### src/rtl/gate_pkg.sv
// rtl/gate_pkg.sv - operation encoding and bitwise helper for gate_array_unit
package gate_pkg;

    localparam int GATE_OP_W  = 3;
    localparam int GATE_MAX_W = 64;

    typedef enum logic [GATE_OP_W-1:0] {
        G_AND  = 3'd0,
        G_OR   = 3'd1,
        G_XOR  = 3'd2,
        G_NAND = 3'd3,
        G_NOR  = 3'd4,
        G_XNOR = 3'd5,
        G_NOT  = 3'd6,
        G_PASS = 3'd7
    } gate_op_e;

    // Computed at the widest supported width; callers truncate to their own width.
    function automatic logic [GATE_MAX_W-1:0] apply_op(
        input gate_op_e              op,
        input logic [GATE_MAX_W-1:0] a,
        input logic [GATE_MAX_W-1:0] b
    );
        logic [GATE_MAX_W-1:0] r;
        case (op)
            G_AND:   r = a & b;
            G_OR:    r = a | b;
            G_XOR:   r = a ^ b;
            G_NAND:  r = ~(a & b);
            G_NOR:   r = ~(a | b);
            G_XNOR:  r = ~(a ^ b);
            G_NOT:   r = ~a;
            default: r = a;
        endcase
        return r;
    endfunction

endpackage

### src/rtl/bitwise_op.sv
// rtl/bitwise_op.sv - combinational WIDTH-bit eight-operation logic stage
module bitwise_op
    import gate_pkg::*;
#(
    parameter int WIDTH = 8
) (
    input  gate_op_e         op,
    input  logic [WIDTH-1:0] a,
    input  logic [WIDTH-1:0] b,
    output logic [WIDTH-1:0] y
);

    // Pure bitwise evaluation; no carries between bit positions.
    always_comb begin
        y = WIDTH'(apply_op(op, GATE_MAX_W'(a), GATE_MAX_W'(b)));
    end

endmodule

### src/rtl/gate_array_unit.sv
// rtl/gate_array_unit.sv - registered bitwise logic unit, optional GATE_ACCUM_EN reduction mode
module gate_array_unit
    import gate_pkg::*;
#(
    parameter int WIDTH = 8,
    parameter int CNTW  = 8
) (
    input  logic                 clk,
    input  logic                 rst_n,
    input  logic                 in_valid,
    output logic                 in_ready,
    input  logic [GATE_OP_W-1:0] op,
    input  logic [WIDTH-1:0]     p,
    input  logic [WIDTH-1:0]     q,
    input  logic                 acc,
    input  logic                 in_first,
    input  logic                 in_last,
    output logic [WIDTH-1:0]     s,
    output logic                 s_zero,
    output logic [CNTW-1:0]      s_count,
    output logic                 out_valid,
    input  logic                 out_ready
);

    logic             accept;
    logic [WIDTH-1:0] op_a;
    logic [WIDTH-1:0] op_b;
    logic [WIDTH-1:0] op_y;
    logic             res_load;
    logic [WIDTH-1:0] res_s;
    logic [CNTW-1:0]  res_cnt;

    // A stalled result blocks new beats in the same cycle; a consumed one frees the slot with no bubble.
    assign in_ready = !out_valid || out_ready;
    assign accept   = in_valid && in_ready;

    bitwise_op #(.WIDTH(WIDTH)) u_bitwise_op (
        .op (gate_op_e'(op)),
        .a  (op_a),
        .b  (op_b),
        .y  (op_y)
    );

`ifdef GATE_ACCUM_EN
    logic [WIDTH-1:0] acc_r;
    logic [WIDTH-1:0] acc_next;
    logic [CNTW-1:0]  cnt_r;
    logic [CNTW-1:0]  cnt_next;
    logic             start;
    logic             fold;

    // A stream opens on in_first or whenever no stream is open (cnt_r == 0).
    assign start = in_first || (cnt_r == '0);
    assign fold  = acc && !start;
    assign op_a  = fold ? acc_r : p;
    assign op_b  = fold ? p : q;

    // Next accumulator value and saturating beat count for an accumulate beat.
    always_comb begin
        acc_next = op_y;
        cnt_next = cnt_r;
        if (start) begin
            acc_next = p;
            cnt_next = CNTW'(1);
        end else if (cnt_r != {CNTW{1'b1}}) begin
            cnt_next = cnt_r + 1'b1;
        end
    end

    // Stream state; plain beats leave it untouched, a last beat closes the stream.
    always_ff @(posedge clk or negedge rst_n) begin
        if (!rst_n) begin
            acc_r <= '0;
            cnt_r <= '0;
        end else if (accept && acc) begin
            if (in_last) begin
                acc_r <= '0;
                cnt_r <= '0;
            end else begin
                acc_r <= acc_next;
                cnt_r <= cnt_next;
            end
        end
    end

    assign res_load = accept && (!acc || in_last);
    assign res_s    = acc ? acc_next : op_y;
    assign res_cnt  = acc ? cnt_next : CNTW'(1);
`else
    logic unused_accum_ports;

    assign unused_accum_ports = &{1'b0, acc, in_first, in_last};
    assign op_a     = p;
    assign op_b     = q;
    assign res_load = accept;
    assign res_s    = op_y;
    assign res_cnt  = CNTW'(1);
`endif

    // Result register: load on a producing beat, drop valid once consumed, hold while stalled.
    always_ff @(posedge clk or negedge rst_n) begin
        if (!rst_n) begin
            s         <= '0;
            s_zero    <= 1'b1;
            s_count   <= '0;
            out_valid <= 1'b0;
        end else if (res_load) begin
            s         <= res_s;
            s_zero    <= (res_s == '0);
            s_count   <= res_cnt;
            out_valid <= 1'b1;
        end else if (out_ready) begin
            out_valid <= 1'b0;
        end
    end

endmodule

### config.mk
export PLATFORM = sky130hd
export DESIGN_NAME = gate_array_unit
export DESIGN_NICKNAME = d
export VERILOG_FILES = /design/src/rtl/gate_pkg.sv /design/src/rtl/bitwise_op.sv /design/src/rtl/gate_array_unit.sv
export SDC_FILE = /design/constraint.sdc
export NUM_CORES = 1
export LEC_CHECK = 0
export ABC_CLOCK_PERIOD_IN_PS = 1140
export CORE_ASPECT_RATIO = 2
export CORE_UTILIZATION = 46
export CTS_CLUSTER_DIAMETER = 40
export DETAILED_ROUTE_END_ITERATION = 16
export PLACE_DENSITY = 0.82
export SYNTH_ARGS = -nofsm -noshare
export SYNTH_HDL_FRONTEND = slang
export SYNTH_SLANG_ARGS = --single-unit
### constraint.sdc
create_clock -name clk -period 1.14 [get_ports clk]
set_input_delay 0.228 -clock clk [delete_from_list [all_inputs] [get_ports clk]]
set_output_delay 0.228 -clock clk [all_outputs]
set_load 0.05 [all_outputs]
==> flow_metrics.tcl <==
set metrics [dict create \
    cts_root_buffer "clkbuf_8" \
    synth.top_cell.area_share_pct 18.7 \
    fmax_mhz 626 \
    antennaDiodeCount 0 \
    synth_cell_type_count 44 \
    cts.sinks 11 \
    critPathCaptureType "flip-flop" \
    ant_nets 0 \
    synth_edf_count 0 \
    r2r-end "s[1]$_DFFE_PN0P_" \
    dr.pass1.iters 6 \
    insertion_delay_ps 250 \
    cts_buffers 3 \
    synthTopCellsByArea "dfrtp_1 19%, ha_1 15%, nand2_1 5.9%" \
    rows 27 \
    r2r_cells 6 \
    ys_warn_count 0 \
    yosysSeqAreaShare_pct 20.6 \
    skew_ps 3.83 \
    final_util_pct 97.5 \
    drt-initial-drc-count 113 \
    globalRouteOverflowTotal 0 \
    synth_common_cells "21 x nand2_1, 17 x inv_1, 16 x ha_1, 15 x o21ai_0" \
    dpl.cell_count 252 \
    die_area_mm2 0.00315 \
    synth_area_mm2 0.00134 \
    core_mm2 0.00277 \
    vias 1890 \
    maxCapViolCount 0 \
    period_minus_slack_ps 1600 \
    routed_via_density 6.87 \
    regToRegStartpoint "out_valid$_DFFE_PN0P_" \
    syn_to_final_growth_pct 101 \
    synth_seq_cells 11 \
    synth.avg_cell_area_um2 7.98 \
    drc 0 \
    initial_core_util_pct 48.4 \
    antenna_found_initial 0 \
    final.setup.tns_ps -2150 \
    cp.arrival_ps 1770 \
    cts_buffer_depth 2 \
    finalSetupViolCount 12 \
    cts_tree "built" \
    grt_first_pass_wirelength_um 8680 \
    grt_max_degree 12 \
    p_leak_uw 0.00119 \
    synth_async_sr_flop_share_pct 100 \
    fin_crit_sh_pct 140 \
    num_io_pins 45 \
    status "finished, violations left" \
    synth_area_leader_cell "dfrtp_1" \
    wl_per_cell_um 27.5 \
    cts-hold-fix-buffers 0 \
    drive_above_1_share_pct 63.8 \
    wl_um 7570 \
    r2r_slack_ps -170 \
    fp.dieW_um 40.2 \
    critical_path_required_ps 1310 \
    path_clk_slew_ps 60 \
    violations "setup timing" \
    htree_levels 1 \
    slew_viol_final 0 \
    io_buffer_count 34 \
    track_usage_pct 38.9 \
    ys.flop_type "dfrtp_1" \
    synth_cells 168 \
    synth_most_common_cell "nand2_1" \
    gp_congestion 0.857 \
    finalHoldViolations 0 \
    dp_hpwl_um 2990 \
    die_h_um 78.3 \
    min_path_type "primary input to async pin" \
    worstSetupStartpointType "primary input" \
    fin_ws_ps -457 \
    grt_pass1_vias 1772 \
    nets 289 \
    rsz0062_at_grt "true" \
    crit_fanout 3 \
    vdd_drop_max_v 0.000652 \
    power_density_mw_per_mm2 940 \
    critPathKind "primary input to flip-flop" \
    stdcell_count 275 \
]
==> logic make-up (layout without fill, tap and decap cells) <==
group,after synthesis,in the layout,share of synthesized area [%]
AOI/OAI and AO/OA,47,47,22.9
and+or+nand+nor,45,45,16.0
buffers and inverters,34,106,13.9
adders and majority gates,16,16,14.9
muxes,11,11,9.43
DFF,11,11,20.6
xor gates and xnor gates,3,3,1.96
other,1,7,0.280
==> cells in the final DEF, fill, tap and decap left out, drive strengths merged, types with 2 or more instances in the layout <==
cell,n
buf,80
ha,16
mux2,3
dfrtp,10
nor3,3
inv,18
mux2i,7
nor2,8
a21oi,7
conb,7
nand2,21
o21ai,16
a211oi,2
nor2b,2
o2111ai,2
clkdlybuf4s50,2
a21boi,2
o22ai,4
nand2b,6
o211ai,3
xnor2,2
clkbuf,4
o21a,4
==> what timing repair did <==
action / in CTS / in global routing
endpoints found under the setup margin: 11 / 12
pin swaps: 35 / 20
resized for setup: 149 / 53
buffers inserted: 14 / 2
gates cloned: 3 / 1
==> where the power goes <==
part           internal, uW  switching (uW)
logic                   747             826
clock network           248             193
registers               447            75.8
==> critical path, stage by stage <==
cell,delay (ps)
buf_8,90
inv_4,30
ha_4,230
o21a_1,180
mux4_2,520
nor2_4,140
nand4_1,150
o21ai_1,190
==> routing by layer <==
layer | share of wire [%] | global-route usage (%) | up-vias | wire length (um)
li1 | - | - | 725 | -
met1 | 30 | 40.9 | 886 | 2260
met2 | 49 | 63.4 | 191 | 3740
met3 | 9.7 | 8.19 | 88 | 735
met4 | 11 | 25.9 | 0 | 835
met5 | 0 | 0 | - | 0
==> sequential cells by signal, indices dropped and copies added (netlist names) <==
signal     cells
s              8
out_valid      1
s_count        1
s_zero         1
==> cell type report <==
class,instances,area [um^2]
Inverter,18,108
Sequential cell,11,278
Multi-Input combinational cell,129,1290
Timing Repair Buffer,84,941
Clock buffer,4,45.0
Tap cell,29,36.3
Fill cell,42,70.1
==> stage by stage <==
step / total power [uW] / hold WS (ps) / cell area, um^2 / setup WS, ps
after floorplan: 1110 / -67.6 / 1460 / -353
after global placement: 1570 / 481 / 2060 / -1020
after detailed placement: 1630 / 491 / 2060 / -1100
after CTS: 2210 / 287 / 2500 / -388
after global routing: 2600 / 353 / 2700 / -529
final: 2540 / 357 / 2700 / -457
==> how the worst max path moves through the flow <==
stage                     startpoint                 end  slack [ps]  depth (start not counted)
after floorplan                 q[2]  s_zero$_DFFE_PN1P_        -350                          7
after global placement          q[2]  s_zero$_DFFE_PN1P_       -1020                          9
after detailed placement        q[2]  s_zero$_DFFE_PN1P_       -1100                          9
after CTS                       q[2]  s_zero$_DFFE_PN1P_        -390                          9
after global routing           op[2]  s_zero$_DFFE_PN1P_        -530                          9
final                           p[2]  s_zero$_DFFE_PN1P_        -460                          8
(Power assumes the default switching activity.)
